===== config.mk =====
export PLATFORM = sky130hd
export DESIGN_NAME = dmem_port_arbiter
export DESIGN_NICKNAME = d
export VERILOG_FILES = /design/src/rtl/riscv_pkg.sv /design/src/rtl/sat_counter.sv /design/src/rtl/dmem_port_arbiter.sv
export SDC_FILE = /design/constraint.sdc
export NUM_CORES = 1
export LEC_CHECK = 0
export BUFFER_PORTS_ARGS = -buffer_cell sky130_fd_sc_hd__buf_2
export CORE_AREA = 2 2 132 134
export DETAILED_ROUTE_END_ITERATION = 8
export DIE_AREA = 0 0 134 136
export GPL_TIMING_DRIVEN = 0
export PLACE_DENSITY = 0.68
export SLEW_MARGIN = 20
export SYNTH_ARGS = -nofsm -noshare
export SYNTH_HDL_FRONTEND = slang
export SYNTH_SLANG_ARGS = --single-unit

===== constraint.sdc =====
create_clock -name clk_i -period 2.85 [get_ports clk_i]
set_clock_uncertainty 0.2 [all_clocks]
set_input_delay 0.285 -clock clk_i [delete_from_list [all_inputs] [get_ports clk_i]]
set_output_delay 0.285 -clock clk_i [all_outputs]
set_load 0.005 [all_outputs]

===== src/rtl/riscv_pkg.sv =====
// riscv_pkg: core-wide width plus data-memory request and arbiter state types
package riscv_pkg;
  localparam int XLEN = 32;
  typedef struct packed {
    logic [3:0]      we;
    logic [XLEN-1:0] addr;
    logic [XLEN-1:0] wdata;
  } dmem_req_t;
  typedef enum logic {ARB_IDLE, ARB_B_PEND} arb_state_e;
endpackage


===== src/rtl/sat_counter.sv =====
// sat_counter: counts cycles with inc high, saturating at all-ones (clk_i, rstn_i, inc in; cnt out)
module sat_counter #(
  parameter int Width = 32
) (
  input  logic             clk_i,
  input  logic             rstn_i,
  input  logic             inc,
  output logic [Width-1:0] cnt
);
  always_ff @(posedge clk_i or negedge rstn_i)
    if (!rstn_i) cnt <= '0;
    else if (inc && !(&cnt)) cnt <= cnt + Width'(1);
endmodule


===== src/rtl/dmem_port_arbiter.sv =====
// dmem_port_arbiter: serialises lane A then lane B onto one dmem port (lane req/ready in/out, lane rsp out, dmem port, stall_o, conflict_cnt_o)
module dmem_port_arbiter
  import riscv_pkg::*;
#(
  parameter int CntWidth = 32
) (
  input  logic                clk_i,
  input  logic                rstn_i,
  input  logic                flush_i,
  input  logic                req_a_valid_i,
  input  logic [3:0]          req_a_we_i,
  input  logic [XLEN-1:0]     req_a_addr_i,
  input  logic [XLEN-1:0]     req_a_wdata_i,
  output logic                req_a_ready_o,
  input  logic                req_b_valid_i,
  input  logic [3:0]          req_b_we_i,
  input  logic [XLEN-1:0]     req_b_addr_i,
  input  logic [XLEN-1:0]     req_b_wdata_i,
  output logic                req_b_ready_o,
  output logic                rsp_a_valid_o,
  output logic [XLEN-1:0]     rsp_a_rdata_o,
  output logic                rsp_b_valid_o,
  output logic [XLEN-1:0]     rsp_b_rdata_o,
  output logic                stall_o,
  output logic [XLEN-1:0]     dmem_addr_o,
  output logic [XLEN-1:0]     dmem_wdata_o,
  output logic [3:0]          dmem_we_o,
  output logic                dmem_re_o,
  input  logic [XLEN-1:0]     dmem_rdata_i,
  output logic [CntWidth-1:0] conflict_cnt_o
);
  arb_state_e      state_q, state_d;
  dmem_req_t       req_a, req_b, req_sel;
  logic            sel_a, sel_b, rd_q, lane_q;
  logic [XLEN-1:0] hold_a_q, hold_b_q;
  assign req_a = '{we: req_a_we_i, addr: req_a_addr_i, wdata: req_a_wdata_i};
  assign req_b = '{we: req_b_we_i, addr: req_b_addr_i, wdata: req_b_wdata_i};
  always_comb begin
    sel_a   = !flush_i && state_q == ARB_IDLE && req_a_valid_i;
    sel_b   = !flush_i && req_b_valid_i && (state_q == ARB_B_PEND || !req_a_valid_i);
    stall_o = sel_a && req_b_valid_i;
    state_d = stall_o ? ARB_B_PEND : ARB_IDLE;
    req_sel = sel_a ? req_a : sel_b ? req_b : '0;
  end
  assign req_a_ready_o = sel_a;
  assign req_b_ready_o = sel_b;
  assign dmem_addr_o   = req_sel.addr;
  assign dmem_wdata_o  = req_sel.wdata;
  assign dmem_we_o     = req_sel.we;
  assign dmem_re_o     = (sel_a || sel_b) && req_sel.we == 4'h0;
  assign rsp_a_valid_o = rd_q && !lane_q;
  assign rsp_b_valid_o = rd_q && lane_q;
  assign rsp_a_rdata_o = rsp_a_valid_o ? dmem_rdata_i : hold_a_q;
  assign rsp_b_rdata_o = rsp_b_valid_o ? dmem_rdata_i : hold_b_q;
  always_ff @(posedge clk_i or negedge rstn_i)
    if (!rstn_i) begin
      state_q  <= ARB_IDLE;
      rd_q     <= 1'b0;
      lane_q   <= 1'b0;
      hold_a_q <= '0;
      hold_b_q <= '0;
    end else begin
      state_q <= state_d;
      rd_q    <= dmem_re_o;
      lane_q  <= sel_b;
      if (rsp_a_valid_o) hold_a_q <= dmem_rdata_i;
      if (rsp_b_valid_o) hold_b_q <= dmem_rdata_i;
    end
  sat_counter #(.Width(CntWidth)) u_conflict_cnt (
    .clk_i (clk_i),
    .rstn_i(rstn_i),
    .inc   (stall_o),
    .cnt   (conflict_cnt_o)
  );
endmodule


==> flow_metrics.tcl, run 1 <==
set metrics [dict create \
    status "finished, final reports clean" \
    crit_top_cell "clkbuf_1" \
    critPathMaxStageDelay_ps 570 \
    p_switching_uw 1240 \
    vias 4693 \
    seq_area_frac_synth_pct 52.1 \
    overflow 0 \
    htreeDepth 3 \
    cp_max_fo 10 \
    drtPass1Iterations 4 \
    ir_drop_mv 0.264 \
    cts.clk_slew.worst_paths_ps 70 \
    layout_commonest_cell "buf_2" \
    layout_common_cells "buf_2, dfrtp_1, a22o_1" \
    placed_cells 948 \
    dp_hpwl_um 14500 \
    synth_xor_area_share_pct 5.52 \
    cp.required_ps 2370 \
    first_iter_violations 273 \
    design_area_sq_um 7360 \
    start_util_pct 28.2 \
    crit_family "buffers and inverters" \
    slew_viol_final 0 \
    cts_buffers 9 \
    ys_warn_count 0 \
    finalNonFillerCells 989 \
    wl_um 18300 \
    slowest_stage "clkbuf_1" \
    power_frac_clock_pct 28.5 \
    clock_latency_ps 340 \
    endpoint_kind "primary output" \
    std_cell_rows 48 \
    yosys.area_share.simple_pct 11.0 \
    routed_via_density 4.75 \
    cts_tree "built" \
    cts_sinks 99 \
    critPathBufInv 3 \
    combPwrFrac_pct 28.7 \
    fmax_ghz 0.371 \
    syn_nets 554 \
    finalNetCount 933 \
    cts_setup_buffers 0 \
    rsz0062_at_grt "false" \
    p_int_uw 3020 \
    worstPathArrival_ps 2210 \
    pin_count 343 \
    cellLeakagePower_uw 0.00388 \
    worst-r2r-cell-count 6 \
    hold_depth 2 \
    die_y_um 136 \
    swShare_pct 29.1 \
    synth.ff_latch_count 99 \
    final_util_pct 43.6 \
    ant_nets 0 \
    setup_violations 0 \
    p_per_area_nw_per_um2 578 \
    grt_use_total_pct 19.0 \
    wire_per_inst_um 18.5 \
    portBuffers 342 \
    synth_compound_area_share_pct 13.0 \
    place_area_sq_um 6780 \
    seqPwrFrac_pct 42.8 \
    die_w_um 134 \
    drcViolationCount 0 \
    tightest_slew_ps 683 \
    start_kind "flip-flop" \
    grt_pass1_wl_um 26400 \
    cts-root-buf "clkbuf_16" \
    maxCapViolations 0 \
    synth-adder-area-share_pct 0.263 \
    critical_path_class "flip-flop to primary output" \
    hold_violations 0 \
    dieArea_sq_um 18200 \
    syn_area_sq_um 4760 \
    synth_mux_area_share_pct 15.4 \
    area_delta_synth_final_pct 54.7 \
    antenna_found_initial 0 \
    layout-drive-gt1-share_pct 58.2 \
    hold_class "primary input to flip-flop" \
    grt_max_degree 63 \
    gp_congestion 0.842 \
    antennaDiodeCount 0 \
    setup_tns_ps 0 \
    cp.depth 5 \
    finalCritPeriodShare_pct 94.7 \
    netlist_instances 380 \
    core_sq_um 16900 \
    synth_top_family_by_area "multiplexers" \
    n_fill_cell 1598 \
    grt_pass1_vias 4617 \
    slew_headroom_pct 54.1 \
    crit_chain "nand2b_1, clkbuf_1, clkbuf_1, mux2_2, buf_2" \
    min_period_ps 2700 \
    clk_path_buf_depth 2 \
    syn_avg_cell_area_sq_um 12.5 \
    synth_cell_types 39 \
]
-- kinds of logic after synthesis --
logic type      after synthesis
flops                        99
mux                          65
buf+inv                      31
fa+ha+maj                     1
xor+xnor                     30
compound gates               71
simple gates                 83
-- Yosys cell counts --
cell type | number | area share [%]
nand2_1 | 11 | 0.87
nor4_1 | 2 | 0.26
o31ai_1 | 1 | 0.16
nor3_1 | 9 | 0.95
ha_1 | 1 | 0.26
nand4_4 | 1 | 0.45
dfrtp_1 | 99 | 52
or4_4 | 1 | 0.24
clkbuf_1 | 20 | 1.6
nand4bb_1 | 1 | 0.24
and3_2 | 1 | 0.16
nor4_4 | 1 | 0.45
nor3b_1 | 3 | 0.47
or3_1 | 2 | 0.26
or2_2 | 2 | 0.26
nand4b_1 | 2 | 0.37
nor2b_1 | 1 | 0.13
buf_6 | 1 | 0.24
o211a_1 | 1 | 0.21
nand3_1 | 10 | 1.1
nor2_1 | 4 | 0.32
nand2b_1 | 2 | 0.26
nand4_1 | 13 | 1.7
and3_1 | 7 | 0.92
buf_2 | 1 | 0.11
clkinv_1 | 1 | 0.079
nand3b_1 | 1 | 0.16
o21a_1 | 1 | 0.16
mux2_2 | 65 | 15
buf_1 | 3 | 0.24
nand3_2 | 1 | 0.21
xnor2_1 | 20 | 3.7
and4_1 | 3 | 0.55
xor2_1 | 10 | 1.8
and2_1 | 3 | 0.39
inv_1 | 5 | 0.39
or4_1 | 1 | 0.16
a22o_1 | 68 | 13
nor4bb_1 | 1 | 0.21
-- power groups by stage --
stage	Combinational [uW]	Sequential [uW]	Clock [uW]
final	1220	1820	1210
after global routing	1340	1860	1300
after CTS	1230	1820	1250
after detailed placement	1200	1850	0
after global placement	1170	1830	0
after floorplan	545	1820	0
-- final timing paths --
| check | from | end | slack (ps) |
|---|---|---|---|
| setup / recovery | rd_q | rsp_a_rdata_o[23] | 150 |
| hold / removal | dmem_rdata_i[7] | hold_b_q[7] | 20 |
| max in group asynchronous | rstn_i | hold_b_q[17] | 1620 |
| min in group asynchronous | rstn_i | u_conflict_cnt.cnt[31] | 210 |
| setup reg to reg | u_conflict_cnt.cnt[0] | u_conflict_cnt.cnt[27] | 430 |
| hold reg to reg | u_conflict_cnt.cnt[23] | u_conflict_cnt.cnt[23] | 280 |
-- routing by layer --
layer | track usage (%) | share of wire [%]
met1 | 22.1 | 39
met5 | 0 | 0
met2 | 33.5 | 51
met3 | 5.37 | 7.4
met4 | 6.80 | 2.6
-- sequential cells by signal, summed over array words and instances, names as in the netlist --
| register | cells |
|---|---|
| u_conflict_cnt.cnt | 32 |
| lane_q | 1 |
| state_q | 1 |
| hold_a_q | 32 |
| hold_b_q | 32 |
| rd_q | 1 |
-- what timing repair did --
action | CTS | global route
gates resized for setup | 10 | 6
hold endpoints to repair | 83 | 0
setup endpoints to repair | 56 | 52
hold buffers | 26 | 0
-- final cells by class --
class | count | area (sq um) | share of cell area [%]
Sequential cell | 99 | 2480 | 33.7
Multi-Input combinational cell | 250 | 2170 | 29.4
Timing Repair Buffer | 369 | 2010 | 27.3
Tap cell | 225 | 282 | 3.83
Clock buffer | 10 | 239 | 3.25
Buffer | 24 | 114 | 1.55
Clock inverter | 6 | 53.8 | 0.731
Inverter | 6 | 22.5 | 0.306
-- stage by stage --
step	total power, uW	hold WS, ps	setup WS [ps]
finish	4260	15.4	152
global route	4490	8.85	11.2
CTS	4300	0.913	9.76
detailed placement	3050	12.8	-239
global placement	3010	274	-192
floorplan	2370	-211	588
-- worst reg2reg max path, cell delays in order, from the launching register on --
cell and delay [ps]:
dfrtp_1 420, ha_1 220, nand4_1 130, or3_1 410, nor3_1 580, nor4bb_1 160, xor2_1 170
No activity file was read; power rests on OpenSTA's default activity.
==> run 2: changes to the inputs <==
--- a/config.mk
+++ b/config.mk
@@ -10,7 +10,6 @@
 export DETAILED_ROUTE_END_ITERATION = 8
 export DIE_AREA = 0 0 134 136
 export GPL_TIMING_DRIVEN = 0
-export PLACE_DENSITY = 0.68
 export SLEW_MARGIN = 20
 export SYNTH_ARGS = -nofsm -noshare
 export SYNTH_HDL_FRONTEND = slang
==> run 2 against run 1 <==
Compared with the run above: worst setup slack worse by 4.3 ps; routed wire length shrank 0.31%; total power down 2.6%; final area shrank 1.8%; non-clock buffer count shrank 11; sequential share of layout area up 0.62 points; sequential power barely moved; critical path type unchanged.
==> flow_metrics.tcl, run 2 (synthesis gave the netlist of run 1 again) <==
set metrics [dict create \
    status "finished, final reports clean" \
    start_kind "flip-flop" \
    drtPass1Iterations 4 \
    reg_top3 "hold_a_q x32, hold_b_q x32, u_conflict_cnt.cnt x32" \
    cts_sinks 99 \
    first_iter_violations 206 \
    worstPathArrival_ps 2220 \
    endpoint "dmem_wdata_o[28]" \
    dp_hpwl_um 14600 \
    core_sq_um 16900 \
    met1_usage_pct 23.2 \
    cp-startpoint "state_q" \
    setup_tns_ps 0 \
    wl_um 18200 \
    grt_max_degree 61 \
    tightest_slew_ps 744 \
    layout-drive-gt1-share_pct 59.0 \
    antenna_found_initial 3 \
    grt_busiest_layer "met2" \
    cellLeakagePower_uw 0.00382 \
    finalCritPeriodShare_pct 94.8 \
    grt_util_met2_pct 32.3 \
    cts_setup_buffers 0 \
    ant_nets 0 \
    drcViolationCount 0 \
    cts_buffers 9 \
    wire_per_inst_um 18.6 \
    cp_max_fo 10 \
    overflow 0 \
    clk_path_buf_depth 2 \
    p_per_area_nw_per_um2 574 \
    r2r-start "u_conflict_cnt.cnt[0]" \
    ir_drop_mv 0.262 \
    finalNetCount 922 \
    die_y_um 136 \
    slew_headroom_pct 50.0 \
    endpoint_kind "primary output" \
    grt_pass1_wl_um 26300 \
    fmax_ghz 0.370 \
    finalNonFillerCells 978 \
    slew_viol_final 0 \
    cts.clk_slew.worst_paths_ps 70 \
    dieArea_sq_um 18200 \
    setup_violations 0 \
    grt_util_met3_pct 5.29 \
    r2r-end "u_conflict_cnt.cnt[27]" \
    hold_violations 0 \
    cp.required_ps 2370 \
    pin_count 343 \
    design_area_sq_um 7230 \
    layout_commonest_cell "buf_2" \
    grt_use_total_pct 19.0 \
    grt_pass1_vias 4577 \
    htreeDepth 3 \
    r2r_slack_ps 370 \
    hold_slack_ps 5.59 \
    placed_cells 948 \
    start_util_pct 28.2 \
    cts_tree "built" \
    rsz0062_at_grt "false" \
    vias 4678 \
    hold_class "primary input to flip-flop" \
    cts-root-buf "clkbuf_16" \
    area_delta_synth_final_pct 52.0 \
    std_cell_rows 48 \
    layout_common_cells "buf_2, dfrtp_1, a22o_1" \
    maxCapViolations 0 \
    worst-r2r-cell-count 6 \
    clock_latency_ps 340 \
    portBuffers 342 \
    routed_via_density 4.78 \
    gp_congestion 0.813 \
    die_w_um 134 \
    min_period_ps 2700 \
    critical_path_class "flip-flop to primary output" \
    place_area_sq_um 6780 \
]
[run 2: cell count changes in the layout (fill, tap and decap cells not counted)]
cell | before | now
dlygate4sd3_1 | 26 | 15
inv_6 | 4 | 1
clkbuf_1 | 9 | 7
clkinv_2 | 0 | 2
and2_1 | 2 | 3
and2_2 | 1 | 0
buf_1 | 3 | 4
clkbuf_2 | 9 | 10
clkbuf_8 | 1 | 0
clkinv_4 | 0 | 1
clkinvlp_4 | 1 | 2
diode_2 | 0 | 1
inv_8 | 1 | 0
[run 2: where the power goes]
group	internal (uW)	total, uW	switching [uW]
Combinational	657	1200	544
Clock	589	1120	532
Sequential	1720	1820	108
[run 2: repair_timing]
action | 4_1_cts | 5_1_grt
hold endpoints to repair | 63 | 0
hold buffers | 15 | 0
resized for setup | 10 | 8
pin swaps | 0 | 0
endpoints found under the setup margin | 50 | 40
[run 2: worst min-delay path by stage]
stage	startpoint	end	slack (ps)	cells past startpoint
6_report	dmem_rdata_i[26]	hold_a_q[26]	6	2
3_5_place_dp	rstn_i	u_conflict_cnt.cnt[17]	20	1
2_1_floorplan	rstn_i	hold_a_q[0]	-210	0
3_3_place_gp	hold_a_q[1]	hold_a_q[1]	270	1
5_1_grt	dmem_rdata_i[14]	hold_a_q[14]	2	2
4_1_cts	dmem_rdata_i[25]	hold_b_q[25]	0.3	2
[run 2: area by class of cell]
type                       instances  area (sq um)
antenna                            1          2.50
buffer                            24           115
clock buffer                       9           225
clock inverter                     6          42.5
fill                            1669          9650
inverter                           6          22.5
multi-input combinational        250          2160
sequential                        99          2480
tap                              225           282
timing repair buffer             358          1900
[run 2: metrics by stage]
step	setup WS, ps	power, uW	utilization, %
floorplan	588	2370	-
global placement	-249	3010	40.0
detailed placement	-259	3040	40.2
CTS	15.8	4200	42.8
global route	0.341	4370	42.8
finish	148	4150	42.8
[run 2: worst max-delay path, cell delays in order, from the launching register on]
cell and delay, ps:
dfrtp_1 370, nor2b_1 260, and2_1 320, clkbuf_4 280, clkbuf_2 260, a22o_1 220
buf_2 160
[run 2: routing by layer]
metal | up-vias | part of all wire (%)
li1 | 2156 | -
met1 | 2300 | 40
met2 | 191 | 51
met3 | 27 | 7.3
met4 | 4 | 2.0
met5 | - | 0.12
==> run 3: changes to the inputs <==
--- a/config.mk
+++ b/config.mk
@@ -10,6 +10,7 @@
 export DETAILED_ROUTE_END_ITERATION = 8
 export DIE_AREA = 0 0 134 136
 export GPL_TIMING_DRIVEN = 0
+export RECOVER_POWER = 100
 export SLEW_MARGIN = 20
 export SYNTH_ARGS = -nofsm -noshare
 export SYNTH_HDL_FRONTEND = slang
==> run 3 against run 2 <==
Compared with the run above: the run now ends with hold timing left; combinational power decreased by 7%; sequential power about the same; clock-buffer cell count stayed put; routed wire length is 0.35% lower; global-route usage stayed put; sequential cell count unchanged; die area did not move; register-to-register slack worse by 130 ps; cell count did not move; first-iteration DRC count is 6.3% lower; final area is 2.5% lower; critical path type unchanged; clock power about the same; critical endpoint is now dmem_wdata_o[31].
==> flow_metrics.tcl, run 3 (synthesis gave the netlist of run 1 again) <==
set metrics [dict create \
    crit_top_cell "clkbuf_2" \
    p_per_area_nw_per_um2 576 \
    r2r-end "u_conflict_cnt.cnt[1]" \
    finalCritPeriodShare_pct 94.9 \
    grt_use_total_pct 19.0 \
    cp.required_ps 2370 \
    rsz0062_at_grt "false" \
    gp_congestion 0.813 \
    worstPathArrival_ps 2220 \
    cp_max_fo 10 \
    hold_slack_ps -2.73 \
    violations "hold timing" \
    grt_pass1_vias 4577 \
    portBuffers 342 \
    placed_cells 948 \
    die_w_um 134 \
    overflow 0 \
    r2r_slack_ps 240 \
    antenna_found_initial 3 \
    reg_top3 "hold_a_q x32, hold_b_q x32, u_conflict_cnt.cnt x32" \
    ant_nets 0 \
    cts.clk_slew.worst_paths_ps 70 \
    critical_path_class "flip-flop to primary output" \
    status "finished, violations left" \
    core_sq_um 16900 \
    slowest_stage "dfrtp_1" \
    routed_via_density 4.76 \
    layout_commonest_cell "buf_2" \
    die_y_um 136 \
    worst-r2r-cell-count 6 \
    n_fill_cell 1735 \
    critPathMaxStageDelay_ps 370 \
    grt_util_met2_pct 32.3 \
    grt_busiest_layer "met2" \
    grt_pass1_wl_um 26300 \
    wl_um 18200 \
    dp_hpwl_um 14600 \
    hold_violations 2 \
    grt_util_met3_pct 5.29 \
    setup_violations 0 \
    hp-start "dmem_rdata_i[25]" \
    cts_buffers 9 \
    slew_viol_final 0 \
    cts-root-buf "clkbuf_16" \
    power_uw 4060 \
    start_util_pct 28.2 \
    r2r-start "u_conflict_cnt.cnt[20]" \
    slew_headroom_pct 34.2 \
    layout_common_cells "buf_2, clkbuf_1, dfrtp_1" \
    cts_tree "built" \
    std_cell_rows 48 \
    finalNetCount 922 \
    pin_count 343 \
    hold_depth 2 \
    cts_sinks 99 \
    min_period_ps 2700 \
    endpoint_kind "primary output" \
    htreeDepth 3 \
    tightest_slew_ps 986 \
    clock_latency_ps 340 \
    dieArea_sq_um 18200 \
    finalNonFillerCells 978 \
    start_kind "flip-flop" \
    maxCapViolations 0 \
    clk_path_buf_depth 2 \
    hold_class "primary input to flip-flop" \
    grt_max_degree 61 \
    setup_tns_ps 0 \
    cellLeakagePower_uw 0.00342 \
    crit_chain "nor2b_1, and2_1, clkbuf_4, clkbuf_2, a22o_1, clkbuf_2" \
    min_to "hold_b_q[25]" \
    fmax_ghz 0.370 \
    drtPass1Iterations 4 \
    drcViolationCount 0 \
    vias 4651 \
    ir_drop_mv 0.253 \
    met1_usage_pct 23.2 \
    cts_setup_buffers 0 \
    wire_per_inst_um 18.6 \
    first_iter_violations 193 \
    layout-drive-gt1-share_pct 41.1 \
    area_delta_synth_final_pct 48.2 \
]
==> run 3: worst max path at each step <==
stage,startpoint,to,slack (ps),depth (start not counted)
4_1_cts,state_q,dmem_wdata_o[28],20,7
3_3_place_gp,req_a_valid_i,dmem_wdata_o[28],-250,7
3_5_place_dp,req_a_valid_i,dmem_wdata_o[28],-260,7
2_1_floorplan,u_conflict_cnt.cnt[20],u_conflict_cnt.cnt[1],590,6
6_report,state_q,dmem_wdata_o[31],150,6
5_1_grt,state_q,dmem_wdata_o[28],4,6
==> run 3: critical path: cells and delay by family (launching register included) <==
kind | cells | cell delay [ps]
buf+inv | 3 | 690
compound gates | 1 | 230
flops | 1 | 370
simple gates | 2 | 590
==> run 3: routing by layer <==
layer	vias to the layer above	part of all wire (%)
met2	178	51
li1	2159	-
met5	-	0.12
met1	2284	40
met3	26	6.9
met4	4	1.9
==> run 3: report_power, final <==
group          internal, uW  switching, uW  total [uW]
clock network           589            531        1120
logic                   563            549        1110
registers              1720            109        1820
total                  2870           1190        4060
==> run 3: timing repair <==
item | in CTS | in global routing
hold buffers | 15 | 0
gates resized for setup | 10 | 8
setup endpoints to repair | 50 | 40
endpoints found under the hold margin | 63 | 0
==> run 3: metrics by stage <==
step | instance area [sq um] | setup slack [ps] | utilization [%]
2_1_floorplan | 4760 | 588 | -
3_3_place_gp | 6750 | -249 | 40.0
3_5_place_dp | 6780 | -259 | 40.2
4_1_cts | 7220 | 15.8 | 42.8
5_1_grt | 7050 | 3.76 | 41.8
6_report | 7050 | 147 | 41.8
==> run 3: cell type report <==
class / instances / area, sq um / share of cell area [%]
Antenna cell: 1 / 2.50 / 0.0355
Buffer: 24 / 108 / 1.53
Clock buffer: 9 / 225 / 3.20
Clock inverter: 6 / 42.5 / 0.604
Inverter: 6 / 22.5 / 0.320
Multi-Input combinational cell: 250 / 2150 / 30.5
Sequential cell: 99 / 2480 / 35.2
Tap cell: 225 / 282 / 4.00
Timing Repair Buffer: 358 / 1740 / 24.7
